===== config.mk =====
export PLATFORM = sky130hd
export DESIGN_NAME = serial_subtractor12
export DESIGN_NICKNAME = d
export VERILOG_FILES = /design/src/rtl/serial_subtractor12.sv
export SDC_FILE = /design/constraint.sdc
export NUM_CORES = 1
export LEC_CHECK = 0
export CAP_MARGIN = 10
export CORE_ASPECT_RATIO = 0.7
export CORE_MARGIN = 3
export CORE_UTILIZATION = 33
export CTS_CLUSTER_SIZE = 16
export DETAILED_ROUTE_END_ITERATION = 8
export PLACE_DENSITY = 0.54
export SKIP_LAST_GASP = 1
export SLEW_MARGIN = 5
export SYNTH_ARGS = -nofsm -noshare
export SYNTH_HDL_FRONTEND = slang
export SYNTH_SLANG_ARGS = --single-unit

===== constraint.sdc =====
create_clock -name clk -period 1.9 [get_ports clk]
set_input_delay 0.285 -clock clk [delete_from_list [all_inputs] [get_ports clk]]
set_output_delay 0.285 -clock clk [all_outputs]
set_load 0.05 [all_outputs]

===== src/rtl/serial_subtractor12.sv =====
// serial_subtractor12: bit-serial WIDTH-bit subtractor d = a - b - bin with valid/ready handshakes and flags
module serial_subtractor12 #(
  parameter int WIDTH = 12
) (
  input  logic             clk,
  input  logic             rst,
  input  logic             in_valid,
  output logic             in_ready,
  input  logic [WIDTH-1:0] a,
  input  logic [WIDTH-1:0] b,
  input  logic             bin,
  output logic             out_valid,
  input  logic             out_ready,
  output logic [WIDTH-1:0] d,
  output logic             bout,
  output logic             zero,
  output logic             ovf,
  output logic             busy
);
  localparam int CW = $clog2(WIDTH + 1);
  typedef enum logic [1:0] {IDLE, RUN, DONE} state_t;
  state_t state, state_n;
  logic [WIDTH-1:0] sa, sb, res, res_n;
  logic [CW-1:0] count;
  logic carry, a_msb, b_msb, s, c_n, last;
  assign in_ready  = state == IDLE;
  assign out_valid = state == DONE;
  assign busy      = state != IDLE;
  // one full-adder cell on a[i] + ~b[i] + carry; result fills from the MSB end
  always_comb begin
    s     = sa[0] ^ ~sb[0] ^ carry;
    c_n   = (sa[0] & ~sb[0]) | (sa[0] & carry) | (~sb[0] & carry);
    res_n = {s, res[WIDTH-1:1]};
    last  = count == CW'(WIDTH - 1);
  end
  // next-state: accept in IDLE, 12 RUN edges, hold DONE until the consumer takes it
  always_comb begin
    state_n = (state == IDLE && in_valid)  ? RUN  :
              (state == RUN && last)       ? DONE :
              (state == DONE && out_ready) ? IDLE : state;
  end
  // state register
  always_ff @(posedge clk) begin
    if (rst) state <= IDLE;
    else     state <= state_n;
  end
  // datapath: latch operands on accept, shift during RUN, publish result on the last RUN edge
  always_ff @(posedge clk) begin
    if (rst) begin
      sa    <= '0;
      sb    <= '0;
      res   <= '0;
      count <= '0;
      carry <= 1'b0;
      a_msb <= 1'b0;
      b_msb <= 1'b0;
      d     <= '0;
      bout  <= 1'b0;
      zero  <= 1'b0;
      ovf   <= 1'b0;
    end else if (state == IDLE && in_valid) begin
      sa    <= a;
      sb    <= b;
      res   <= '0;
      count <= '0;
      carry <= ~bin;
      a_msb <= a[WIDTH-1];
      b_msb <= b[WIDTH-1];
    end else if (state == RUN) begin
      sa    <= sa >> 1;
      sb    <= sb >> 1;
      res   <= res_n;
      carry <= c_n;
      count <= count + CW'(1);
      if (last) begin
        d    <= res_n;
        bout <= ~c_n;
        zero <= res_n == '0;
        ovf  <= (a_msb != b_msb) && (s != a_msb);
      end
    end
  end
endmodule


# ---- Yosys cells after proc, flatten, opt, wreduce, memory -nomap -nowiden
# Cells that the tools add are included.
dict set report word_totals {
  ff_bits 60
}
dict set report op_classes {
  n_addsub 1
  eq_ne 5
  muxes 9
  bitwise_logic 11
  n_reduce_logical 12
}
# cell n
set op_table {}
lappend op_table {{$mux 12} 4}
lappend op_table {{$logic_not 12->1} 1}
lappend op_table {{$reduce_bool 2->1} 3}
lappend op_table {{$add 4x1->4 const B} 1}
lappend op_table {{$eq 4x4->1 const B} 1}
lappend op_table {{$logic_and 1x1->1} 4}
lappend op_table {{$mux 2} 2}
lappend op_table {{$not 1->1} 4}
lappend op_table {{$and 1x1->1} 3}
lappend op_table {{$mux 1} 3}
lappend op_table {{$reduce_and 3->1} 1}
lappend op_table {{$reduce_bool 3->1} 1}
lappend op_table {{$eq 2x1->1 const B} 1}
lappend op_table {{$eq 2x2->1 const B} 1}
lappend op_table {{$logic_not 2->1} 1}
lappend op_table {{$ne 1x1->1} 2}
lappend op_table {{$or 1x1->1} 2}
lappend op_table {{$reduce_or 2->1} 1}
lappend op_table {{$xor 1x1->1} 2}

# ---- Longest topological paths before layout
dict set report depth {
  ltp_word 6
  ltp_mapped 6
  depth_no_buf 5
}

# ---- Worst setup path before layout
# Ideal clock, no wire load.
dict set report synth_path {
  path_kind {reg-to-output}
  from {reg state[0]}
  to {out in_ready}
  t_arrival_ns 1.242
  slack_ns 0.373
  path_stages_with_launch 4
  path_cell_list {dfxtp_1 buf_4 or2_2 inv_1}
}
dict set report synth_via {
  elab_chain_cells 1
}
# item line_no
set synth_lines {}
lappend synth_lines {{start, declared} 22} ;# state_t state, state_n;
lappend synth_lines {{start signal, assigned} 45} ;# else state <= state_n;
lappend synth_lines {{$logic_not 2->1} 26} ;# assign in_ready = state == IDLE;
lappend synth_lines {{end, declared} 8} ;# output logic in_ready,
# Every way passes these cells.

# ---- Worst setup path after layout
# Ends and elaborated chain as after synthesis.

==> results.md <==
* Cell area after synthesis at 2390 um2
* IO Port Bufs at 46
* Crit-path max FO at 6
* Multiplexer area fraction after synthesis at 0
* GP Congestion at 0.812
* WS Path Type: flop to output pin
* Post-layout nets at 354
* Hold Crit Class: flop to flop
* Die W at 108 um
* Initial antenna violation count at 0
* Ys async rst share at 0
* Compound-Gate Fraction of Synth Area at 0.246
* Final core occ at 0.455
* Row count at 25
* FF/Latch Area at 1180 um2
* Hold Fails Final Rpt at 0
* First-pass GRT wire length at 9800 um
* Clock root buffer: clkbuf_8
* Clock latency on the worst-skew pair at 340 ps
* Static Leak at 1.05 nW
* Syn_nets at 308
* Vias per cell at 5.01
* Core region area at 6880 um2
* Max-cap violations at 0
* Fillers at 735
* # setup viols final at 0
* Die Height at 77.2 um
* RSZ-0062 raised after global routing: no
* Top FF cell, synth: dfxtp_1
* Slew Limit Fails at 0
* Crit path time final at 1800 ps
* Gr usage total at 0.150
* YS warnings at 0
* TritonCTS Sinks at 59
* Routed Antenna Nets at 0
* DR iter-0 viols at 125
* Crit path required time at 1620 ps
* Post-CTS Setup Inserts at 0
* Area occupied by multi-input gates at 1040 um2
* Initial Util at 0.347
* Reg clk slew, reported paths at 70 ps
* CTS Buf Count at 9
* Final wirelength at 5960 um
* Clk buf depth at 2
* Remaining DRCs at 0
* Post-synthesis simple-gate area fraction at 0.171
* Cell Chain, Critical Path: buf_4 -> or2_2 -> inv_1 -> buf_12
* Mapped Cells at 277
* Pin count of the biggest net entering global routing at 26
* Share of layout cells above drive strength 1 at 0.116
* Distinct cells, synth at 35
* Post-synthesis adder-cell area fraction at 0.0136
* TritonRoute pass-1 iters at 4
* H-tree depth at 3
* Buffer and inverter count on the worst path at 3
* Synth Area in XOR/XNOR at 0.00367
* Arrival time worst endpoint at 1510 ps
* Post-DP HPWL at 4100 um
* Setup TNS at 0 ps
* Pwr dens at 839 nW/um2
* Die area at 8310 um2
* Startpoint types: flop
* Largest delay contributor family on the critical path: buffers and inverters
* Vias at 2,114
* Worst Tran Pin Value at 524 ps
* CTS Hold Bufs at 0
* Clock Skew at 11.2 ps
* Main combinational cell family by area after synthesis: compound AO/OA/AOI/OAI gates
* CP max stage cell: dfxtp_1
* DR WL/cell at 14.1 um
* Outcome: complete, no violations
* Total power at 2.63 mW
* Sequential fraction of the synthesis area at 0.494
* Normalized max-slew margin at 0.650
* Post-CTS sizing at 0
* Io pins at 47
* Fmax at 0.556 GHz
* N_diodes at 0
* Number of flops mapped to enable cells by yosys at 0
* GRT Residual Overflow at 0
* P&R area growth vs syn at 31.2%
* CTS tree: yes
* Final period utilization at 0.947
* Vias in the first global route at 1,928
* Syn Area/Cell at 8.62 um2
* Critical Path End Type: output pin
* Max VDD drop at 0.297 mV
* Worst path max stage delay at 410 ps
* Seq cells post-synth at 59
logic make-up after synthesis:
group                      after synthesis
DFF                                     59
AOI/OAI and AO/OA                      102
adders and majority gates                2
xor gates and xnor gates                 1
and+or+nand+nor                         84
buffers and inverters                   29
worst reg2reg max path, cell delays in order, from the launching register on:
cell and delay [ps]:
dfxtp_1 330, inv_1 60, fa_1 650, nor4b_1 260, nand3_1 120, o31ai_1 190
per-stage QoR:
| step | instances | worst slack [ps] | instance area [um2] | hold slack (ps) |
|---|---|---|---|---|
| after floorplan | 277 | 373 | 2390 | 436 |
| after global placement | 406 | 204 | 2960 | 442 |
| after detailed placement | 406 | 179 | 2960 | 447 |
| after CTS | 422 | 75.6 | 3130 | 457 |
| after global routing | 422 | 24.9 | 3130 | 476 |
| final | 422 | 101 | 3130 | 456 |
final timing paths:
check | to | slack (ps) | start | cells past startpoint
min reg2reg | sa[1] | 460 | sa[1] | 2
max reg2reg | zero | 230 | sa[0] | 5
min | sa[1] | 460 | sa[1] | 2
max | in_ready | 100 | state[0] | 4
layout by cell type (no fill, tap or decap), types with 3 or more instances in the layout:
cell type / Yosys / routed
a21oi_1: 57 / 57
a22oi_1: 22 / 22
buf_12: 0 / 4
buf_4: 6 / 11
clkbuf_8: 0 / 10
clkdlybuf4s50_1: 0 / 43
clkinvlp_4: 0 / 3
dfxtp_1: 59 / 59
inv_1: 5 / 5
nand2_1: 52 / 52
nand3_1: 14 / 14
nor2_1: 3 / 3
o21ai_0: 15 / 15
final cells by class:
cell class	count	share of cell area
timing repair buffer	58	0.189
clock buffer	10	0.0439
sequential	59	0.377
clock inverter	6	0.0132
tap	94	0.0375
multi-input combinational	189	0.332
inverter	6	0.00719
routing by layer:
layer	global-route usage	vias up	part of all wire
met1	0.219	989	0.51
met3	0.0606	8	0.061
li1	-	1064	-
met5	0	-	0
met4	0.0454	0	0.012
met2	0.200	53	0.42
report_power, final:
group	leakage [nW]	internal, mW	switching (mW)	total (mW)
Combinational	0.485	0.153	0.154	0.307
Sequential	0.480	1.28	0.0283	1.31
Clock	0.0843	0.505	0.511	1.02
Total	1.05	1.94	0.693	2.63
registers in the layout, summed over array words and instances (netlist names):
name / cells
a_msb: 1
b_msb: 1
bout: 1
carry: 1
count: 4
d: 12
ovf: 1
res: 11
sa: 12
sb: 12
state: 2
zero: 1
synth_stat cells, types with 2 or more instances:
| master | number | area, um2 |
|---|---|---|
| nor2b_1 | 3 | 18.8 |
| nand3_1 | 14 | 70.1 |
| a22oi_1 | 22 | 165 |
| buf_2 | 5 | 25.0 |
| nor4_1 | 2 | 12.5 |
| nand2b_1 | 2 | 12.5 |
| nor2_1 | 3 | 11.3 |
| inv_1 | 5 | 18.8 |
| buf_4 | 6 | 45.0 |
| a21oi_1 | 57 | 285 |
| dfxtp_1 | 59 | 1180 |
| buf_6 | 4 | 45.0 |
| o21ai_0 | 15 | 75.1 |
| a311oi_1 | 2 | 17.5 |
| nand2_1 | 52 | 195 |
| clkbuf_1 | 6 | 22.5 |
| o21ai_1 | 2 | 10.0 |
Note: power is estimated with default switching activity, not from simulation.
